## src/rtl/temp_trace_plotter.sv

```systemverilog
`default_nettype none
// ============================================================================
// temp_trace_plotter : 20-sample temperature history drawn as bars on a grid
// Rev 1.0
// ============================================================================
module temp_trace_plotter #(
   parameter int          N_COLS       = 20,
   parameter int          N_LEVELS     = 300,
   parameter int          CUADRILLA_XI = 212,
   parameter int          CUADRILLA_XF = 712,
   parameter int          CUADRILLA_YI = 184,
   parameter int          CUADRILLA_YF = 484,
   parameter int          COMMIT_LINE  = 490,
   parameter int          ALARM_LEVEL  = 250,
   parameter logic [11:0] BAR_COLOR    = 12'h0F0,
   parameter logic [11:0] ALARM_COLOR  = 12'hF00,
   parameter logic [11:0] GRID_COLOR   = 12'hFFF,
   parameter logic [11:0] BG_COLOR     = 12'h000
) (
   input  logic        clk,
   input  logic        rst_n,
   input  logic        sample_valid,
   input  logic [8:0]  sample_data,
   output logic        sample_ready,
   input  logic [10:0] hc,
   input  logic [10:0] vc,
   input  logic [4:0]  matrix_x,
   input  logic [8:0]  matrix_y,
   input  logic        lines,
   output logic [11:0] rgb,
   output logic        frame_commit
);

   localparam logic [8:0]  MAX_LVL = 9'(N_LEVELS - 1);
   localparam logic [8:0]  ALARM   = 9'(ALARM_LEVEL);
   localparam logic [4:0]  LAST    = 5'(N_COLS - 1);
   localparam logic [4:0]  FULL    = 5'(N_COLS);
   localparam logic [5:0]  COLS6   = 6'(N_COLS);

   logic [8:0]  live_q [N_COLS];
   logic [8:0]  disp_q [N_COLS];
   logic [4:0]  wr_ptr_q, wr_ptr_d;
   logic [4:0]  count_q, count_d;
   logic [4:0]  disp_ptr_q;
   logic [4:0]  disp_count_q;
   logic        in_region_q;
   logic [11:0] rgb_q, rgb_d;

   logic        commit;
   logic        wr_fire;
   logic [8:0]  wr_level;
   logic [5:0]  first_col;
   logic        empty;
   logic [5:0]  idx_sum;
   logic [5:0]  idx;
   logic [8:0]  level;
   logic        bar;

   assign commit       = (vc == 11'(COMMIT_LINE)) && (hc == 11'd0);
   assign sample_ready = !commit;
   assign frame_commit = commit;
   assign wr_fire      = sample_valid && sample_ready;
   assign wr_level     = (sample_data > MAX_LVL) ? MAX_LVL : sample_data;

   always_comb begin
      wr_ptr_d = wr_ptr_q;
      count_d  = count_q;
      if (wr_fire) begin
         wr_ptr_d = (wr_ptr_q == LAST) ? 5'd0 : wr_ptr_q + 5'd1;
         count_d  = (count_q == FULL) ? count_q : count_q + 5'd1;
      end
   end

   always_ff @(posedge clk or negedge rst_n) begin
      if (!rst_n) begin
         for (int i = 0; i < N_COLS; i++) live_q[i] <= '0;
         wr_ptr_q <= '0;
         count_q  <= '0;
      end else begin
         if (wr_fire) live_q[wr_ptr_q] <= wr_level;
         wr_ptr_q <= wr_ptr_d;
         count_q  <= count_d;
      end
   end

   // Display bank only changes outside the grid, so a frame never mixes two histories.
   always_ff @(posedge clk or negedge rst_n) begin
      if (!rst_n) begin
         for (int i = 0; i < N_COLS; i++) disp_q[i] <= '0;
         disp_ptr_q   <= '0;
         disp_count_q <= '0;
      end else if (commit) begin
         for (int i = 0; i < N_COLS; i++) disp_q[i] <= live_q[i];
         disp_ptr_q   <= wr_ptr_q;
         disp_count_q <= count_q;
      end
   end

   always_ff @(posedge clk or negedge rst_n) begin
      if (!rst_n) in_region_q <= 1'b0;
      else        in_region_q <= (hc > 11'(CUADRILLA_XI)) && (hc <= 11'(CUADRILLA_XF)) &&
                                 (vc > 11'(CUADRILLA_YI)) && (vc <= 11'(CUADRILLA_YF));
   end

   // ptr - count + (x - (N - count)) reduces to ptr + x - N, folded back into 0..N-1.
   assign first_col = COLS6 - {1'b0, disp_count_q};
   assign empty     = {1'b0, matrix_x} < first_col;
   assign idx_sum   = {1'b0, disp_ptr_q} + {1'b0, matrix_x};
   assign idx       = (idx_sum >= COLS6) ? idx_sum - COLS6 : idx_sum;
   assign level     = (idx < COLS6) ? disp_q[idx[4:0]] : 9'd0;
   assign bar       = in_region_q && !empty && (matrix_y >= (MAX_LVL - level));

   always_comb begin
      rgb_d = BG_COLOR;
      if (!in_region_q)        rgb_d = 12'h000;
      else if (bar)            rgb_d = (level >= ALARM) ? ALARM_COLOR : BAR_COLOR;
      else if (lines)          rgb_d = GRID_COLOR;
   end

   always_ff @(posedge clk or negedge rst_n) begin
      if (!rst_n) rgb_q <= '0;
      else        rgb_q <= rgb_d;
   end

   assign rgb = rgb_q;

endmodule
`default_nettype wire

```

## config.mk

```make
export PLATFORM = sky130hd
export DESIGN_NAME = temp_trace_plotter
export DESIGN_NICKNAME = d
export VERILOG_FILES = /design/src/rtl/temp_trace_plotter.sv
export SDC_FILE = /design/constraint.sdc
export NUM_CORES = 1
export LEC_CHECK = 0
export ABC_CLOCK_PERIOD_IN_PS = 4900
export CAP_MARGIN = 0
export CORE_ASPECT_RATIO = 0.75
export CORE_MARGIN = 2
export CORE_UTILIZATION = 45
export DETAILED_ROUTE_END_ITERATION = 10
export PLACE_DENSITY = 0.73
export SYNTH_ARGS = -nofsm -noshare
export SYNTH_HDL_FRONTEND = slang
export SYNTH_SLANG_ARGS = --single-unit
```

## constraint.sdc

```tcl
create_clock -name clk -period 4.9 [get_ports clk]
set_input_delay 0.98 -clock clk [delete_from_list [all_inputs] [get_ports clk]]
set_output_delay 0.98 -clock clk [all_outputs]
set_load 0.005 [all_outputs]
```

Word level (Yosys, flattened, before mapping)

Cells that the tools add are included.

Equality and inequality tests: 3
$lt $le $gt $ge: 13
Bitwise operators: 3
Reduce and logical (&&, ||, !) cells: 12
Add/subtract/negate cells: 6
Mux-type cells: 14

Operators with widths:

| kind                                                              | count |
|---|---|
| bitwise mux 180 bit                                               | 1 |
| 2-to-1 mux 12 bit                                                 | 4 |
| binary-select mux 9 bit (select 5 bit)                            | 1 |
| demux 9 bit (select 5 bit)                                        | 1 |
| 2-to-1 mux 9 bit                                                  | 5 |
| > comparator 11 x 8 -> 1 bit, second input constant               | 2 |
| greater-or-equal comparator 6 bit, second input constant          | 2 |
| inverter 5 -> 6 bit                                               | 2 |
| equality test 11 x 9 -> 1 bit, second input constant              | 1 |
| <= comparator 11 x 10 -> 1 bit, second input constant             | 1 |
| <= comparator 11 x 9 -> 1 bit, second input constant              | 1 |
| zero test 11 bit                                                  | 1 |
| adder 5 x 1 -> 5 bit, second input constant                       | 2 |
| equality test 5 bit, second input constant                        | 2 |
| greater-or-equal comparator 9 x 8 -> 1 bit, second input constant | 1 |
| greater-or-equal comparator 9 bit                                 | 1 |
| > comparator 9 bit, second input constant                         | 1 |
| subtractor 9 bit, first input constant                            | 1 |
| logical AND 1 bit                                                 | 8 |
| adder 5 x 5 -> 6 bit                                              | 1 |
| greater-or-equal comparator 6 x 5 -> 1 bit, second input constant | 1 |
| < comparator 5 x 6 -> 1 bit                                       | 1 |
| < comparator 6 x 1 -> 1 bit, second input constant                | 1 |
| < comparator 6 x 5 -> 1 bit, second input constant                | 1 |
| other kinds (7)                                                   | 8 |

Register bits: 393
Logic and storage cells: 97

Depth between registers and ports, before layout

Depth in word-level cells: 13
Gate-level depth with buffers: 25
Gate-level depth less buffers: 24

Worst setup path before layout

Ideal clock, no wire load.

Path type: input to register
Start: in matrix_x[0]
End: reg rgb_q[10] (netlist: rgb[10])
Arrival: 5.909 ns
Cell stages on the path: 25
Path slack: -1.128 ns
Data required time: 4.781 ns
Cells stage by stage: ha_1 -> inv_1 -> fa_1 -> xnor2_2 -> inv_1 -> clkbuf_1 -> clkbuf_1 -> ha_1 -> nand2_1 -> a21boi_4 -> mux2_2 -> mux2i_1 -> a211o_1 -> a311o_1 -> nor3b_1 -> ha_1 -> nand2b_1 -> a21o_1 -> a21o_1 -> a21oi_1 -> nor2b_1 -> o21ai_0 -> a211oi_1 -> nand2b_1 -> and2_1

Longest elaborated chain between the ends: 13
Elaborated cells between the ends (all ways): 20

RTL lines:

| element                                                                                 | RTL line | text |
|---|---|---|
| from (decl)                                                                             | 27       | `input logic [4:0] matrix_x,` |
| adder 5 x 5 -> 6 bit                                                                    | 108      | `assign idx_sum = {1'b0, disp_ptr_q} + {1'b0, matrix_x};` |
| subtractor 6 x 5 -> 6 bit or greater-or-equal comparator 6 x 5 -> 1 bit (tied branches) | 109      | `assign idx = (idx_sum >= COLS6) ? idx_sum - COLS6 : idx_sum;` |
| 2-to-1 mux 6 bit                                                                        | 109      |  |
| inverter 5 -> 6 bit (not written as such)                                               | 110      | `assign level = (idx < COLS6) ? disp_q[idx[4:0]] : 9'd0;` |
| binary-select mux 9 bit (select 5 bit)                                                  | 110      |  |
| 2-to-1 mux 9 bit (not written as such) (2 in series)                                    | 110      |  |
| 2-to-1 mux 9 bit                                                                        | 110      |  |
| subtractor 9 bit                                                                        | 111      | `assign bar = in_region_q && !empty && (matrix_y >= (MAX_LVL - level));` |
| greater-or-equal comparator 9 bit                                                       | 111      |  |
| logical AND 1 bit                                                                       | 111      |  |
| 2-to-1 mux 12 bit *                                                                     | 116      | `else if (bar) rgb_d = (level >= ALARM) ? ALARM_COLOR : BAR_COLOR;` |
| 2-to-1 mux 12 bit *                                                                     | 115      | `if (!in_region_q) rgb_d = 12'h000;` |
| net rgb_d[10]                                                                           | 47       | `logic [11:0] rgb_q, rgb_d;` |
| to (signal assigned)                                                                    | 122      | `else rgb_q <= rgb_d;` |
| to (decl)                                                                               | 47       |  |

Mark *: on every way through the listed nets, which the timed path passes. The rest lies on a longest branch. The select of a mux whose other input is x is not followed.
A chain may end at the register's enable or synchronous reset.

Worst setup path after layout

Start: in matrix_x[1]
End: reg rgb_q[10] (netlist: rgb[10])

Same word-level chain as after synthesis.

==> impl_metrics.yaml <==
floorplan:
  rows: 61
  die_x_um: 229
  die_y_um: 173
  core_area_mm2: 0.0372
  initial_utilization_pct: 45.8
  io-pin-count: 63
  fp.dieArea_mm2: 0.0395
synth:
  synth.largest_area_cell: "sky130_fd_sc_hd__dfrtp_1"
  simple_gate_area_share_of_the_yosys_netlist_pct: 20.5
  synth-main-ff-cell: "sky130_fd_sc_hd__dfrtp_1"
  postSynthCellCount: 1791
  synth_most_common_cell: "sky130_fd_sc_hd__nand2_1"
  synth_enable_flop_cells: 0
  synth_top_area_share_pct: 56.3
  synth.yosys.seq_area_share_pct: 56.3
  synth_cell_type_count: 60
  async_reset_ff_share_pct: 100
  main_combinational_cell_family_by_area_after_synthesis: "simple AND/OR/NAND/NOR gates"
  syn_area_per_cell_um2: 9.52
  synthTopCellsByArea: "sky130_fd_sc_hd__dfrtp_1 (56%), sky130_fd_sc_hd__nand2_1 (17%), sky130_fd_sc_hd__mux4_2 (5.5%)"
  yosys.area_share.adder_pct: 2.17
  yosys_register_bits: 384
  yosysWarnings: 0
  post_synthesis_mux_area_share_pct: 8.36
  synth.cell_area_mm2: 0.0171
  yosys.area_share.xor_xnor_pct: 1.17
  synth_compound_gate_area_share_pct: 8.18
  yosys-top-cells-count: "sky130_fd_sc_hd__nand2_1 (771), sky130_fd_sc_hd__dfrtp_1 (384), sky130_fd_sc_hd__o21ai_0 (178)"
  synthesis.nets: 1869
final_layout:
  fillers: 3247
  num-nets-final: 1965
  layout-area-overhead-vs-synth_pct: 18.7
  finish.cell_count_without_fillers: 2421
  post_route_cells_drive_above_1_share_pct: 14.5
clock_tree:
  htree_levels: 2
  clock-sinks: 384
  cts_root_buffer: "sky130_fd_sc_hd__clkbuf_16"
  number_of_hold_buffers_added_after_cts: 0
  worst_setup_hold_path_clk_slew_ns: 0.06
  cts_buffers: 38
  ctsLongestPathBuffers: 3
  clock_latency_ns: 0.54
  tritoncts_clock_tree: "yes"
global_routing:
  grt_max_degree: 134
  grt_remaining_overflow: 0
  first_pass_grt_wire_length_mm: 70.0
  first_global_vias: 12700
  grt.total_usage_pct: 22.3
  antenna_found_initial: 0
route:
  final_antenna_net_count: 0
  detail_route.first_pass.iterations: 5
  vias_per_cell: 5.34
  routed_wire_length_per_instance_um: 18.0
  post-route-drc-count: 0
  detail_route.iter0.violations: 1168
  routed_wirelength_mm: 43.5
  routed-via-count: 12900
timing:
  slew_headroom_pct: 27.1
  post-route-period-util_pct: 99.0
  fmaxAchievable_ghz: 0.206
  timing_max_transition_violations_final: 0
  hold_violations: 0
  timing.final.setup_violations: 0
  timing_worst_slew_pin_value_ns: 1.09
  hold_slack_ns: 0.460
  final_period_minus_worst_setup_slack_ns: 4.85
  final.setup_skew_ns: 0.0248
  rsz0062_at_grt: "yes"
worst_setup_path:
  worst_setup_path_end_kind: "register"
  setup.worst_path.class: "input pin to register"
  worstPathMaxFanout: 6
  arrival_ns: 5.27
  worst_ep_required_time_ns: 5.32
  type_of_element_launching_the_critical_path: "input pin"
power:
  total_leakage_power_nw: 10.1
  pwr_density_cell_mw_per_mm2: 407
  switching_power_share_of_the_total_pct: 27.3
  clock_power_share_pct: 35.6
  power.combinational.fraction_pct: 13.3
  vdd.ir_drop.worst_v: 0.000266
  seqPwrFrac_pct: 51.0
  power.internal_w: 0.00599
  p_switching_w: 0.00225
place:
  dpl_hpwl_mm: 29.4
  globalplace.congestion: 0.867
  placed_cells_incl_taps: 2342
  io_buffer_count: 62
run:
  maxCapViolCount: 0
min_path:
  min-delay-path-class: "register to register"
run_status:
  outcome: "complete, no violations"
==> state kept, by name (all words and copies together), names as in the netlist <==
name	count
in_region_q	1
rgb	3
count_q	5
live_q	180
disp_count_q	5
disp_ptr_q	5
disp_q	180
wr_ptr_q	5
==> per-layer routing <==
layer / up-vias / track usage, % / wire, um
met2: 412 / 33.9 / 19700
li1: 6062 / - / -
met3: 87 / 5.67 / 3420
met4: 0 / 6.76 / 1220
met1: 6378 / 31.8 / 19200
met5: - / 0 / 0
==> worst max-delay path, cell delays in order <==
cell and delay (ns):
sky130_fd_sc_hd__buf_8 0.10, sky130_fd_sc_hd__ha_4 0.22, sky130_fd_sc_hd__a211oi_4 0.27, sky130_fd_sc_hd__nor2_2 0.09
sky130_fd_sc_hd__xor2_2 0.18, sky130_fd_sc_hd__inv_1 0.10, sky130_fd_sc_hd__ha_2 0.18, sky130_fd_sc_hd__nand3b_1 0.13
sky130_fd_sc_hd__nand2_4 0.07, sky130_fd_sc_hd__a21boi_4 0.22, sky130_fd_sc_hd__mux2_4 0.37, sky130_fd_sc_hd__mux2i_1 0.13
sky130_fd_sc_hd__a211o_1 0.27, sky130_fd_sc_hd__a311o_1 0.28, sky130_fd_sc_hd__nor3b_2 0.16, sky130_fd_sc_hd__ha_1 0.29
sky130_fd_sc_hd__nand2b_4 0.11, sky130_fd_sc_hd__a21o_1 0.10, sky130_fd_sc_hd__a21o_1 0.12, sky130_fd_sc_hd__a21oi_2 0.05
sky130_fd_sc_hd__nor2b_1 0.10, sky130_fd_sc_hd__o21ai_1 0.09, sky130_fd_sc_hd__a211oi_2 0.30, sky130_fd_sc_hd__o311ai_2 0.20
sky130_fd_sc_hd__and2_1 0.18
==> placed cells by master, fill, tap and decap left out, types with 4 or more instances in the layout <==
cell	netlist	final
sky130_fd_sc_hd__nand4_1	5	5
sky130_fd_sc_hd__clkbuf_8	0	6
sky130_fd_sc_hd__mux2_2	23	22
sky130_fd_sc_hd__clkbuf_1	95	7
sky130_fd_sc_hd__ha_4	0	6
sky130_fd_sc_hd__nor2_1	25	23
sky130_fd_sc_hd__inv_1	24	22
sky130_fd_sc_hd__xor2_1	7	5
sky130_fd_sc_hd__mux4_2	42	42
sky130_fd_sc_hd__clkdlybuf4s50_1	0	56
sky130_fd_sc_hd__buf_12	0	9
sky130_fd_sc_hd__clkinv_2	0	9
sky130_fd_sc_hd__and3_1	10	10
sky130_fd_sc_hd__buf_4	9	101
sky130_fd_sc_hd__mux2i_1	22	22
sky130_fd_sc_hd__nand3_1	22	22
sky130_fd_sc_hd__nor3_1	12	11
sky130_fd_sc_hd__a21oi_1	24	22
sky130_fd_sc_hd__nand2_1	771	770
sky130_fd_sc_hd__xnor2_1	12	12
sky130_fd_sc_hd__a22oi_1	4	4
sky130_fd_sc_hd__nor2b_1	8	8
sky130_fd_sc_hd__ha_1	28	21
sky130_fd_sc_hd__a21o_1	4	4
sky130_fd_sc_hd__o21ai_0	178	177
sky130_fd_sc_hd__dfrtp_1	384	384
sky130_fd_sc_hd__nand2b_1	10	8
sky130_fd_sc_hd__clkbuf_16	0	39
==> stage by stage <==
step                      setup slack, ns  total power, W  cell area (um2)  setup TNS (ns)  util [%]
after floorplan                    -0.388         0.00488            17200          -0.849         -
after global routing               -0.134         0.00868            20200          -0.187      54.3
final                              0.0504         0.00824            20200               0      54.3
after global placement             -0.979         0.00524            18800           -2.63      50.5
after detailed placement           -0.970         0.00534            18800           -2.63      50.5
after CTS                         0.00528         0.00828            20200               0      54.2
==> area by class of cell <==
class	instances	area [um2]	share of cell area (%)
well taps	504	631	3.12
diodes	1	2.50	0.0124
clock inverters	17	166	0.822
flip-flops and latches	384	9610	47.5
clock buffers	52	1080	5.36
inverters	24	92.6	0.457
repair buffers	172	1570	7.74
multi-input cells	1267	7090	35.0
==> power by group through the flow <==
stage / clock network [W] / logic (W) / registers (W)
3_5_place_dp: 0 / 0.00109 / 0.00426
4_1_cts: 0.00298 / 0.00110 / 0.00420
3_3_place_gp: 0 / 0.00102 / 0.00422
6_report: 0.00294 / 0.00110 / 0.00421
2_1_floorplan: 0 / 0.000734 / 0.00415
5_1_grt: 0.00311 / 0.00127 / 0.00429
==> final timing paths <==
path	start	endpoint	slack, ns	depth (start not counted)
setup / recovery	matrix_x[1]	rgb[10]	0.05	25
hold / removal	disp_q[163]	disp_q[163]	0.46	2
setup reg to reg	disp_ptr_q[1]	rgb[10]	0.11	24
hold reg to reg	disp_q[163]	disp_q[163]	0.46	2
max in group asynchronous	rst_n	live_q[19]	3.26	2
min in group asynchronous	rst_n	disp_q[169]	0.53	1
==> kinds of logic after synthesis <==
kind of cell | count (synthesis)
XOR/XNOR | 21
buffers and inverters | 140
AND/OR/NAND/NOR | 881
adder cells (fa/ha/maj) | 29
AO/OA/AOI/OAI | 249
multiplexers | 87
flip-flops | 384
==> repair_timing <==
action / CTS / global route
endpoints found under the setup margin: 3 / 3
pin swaps: 12 / 14
buffers inserted: 6 / 3
gates resized for setup: 20 / 17
No activity file was read; power rests on OpenSTA's default activity.
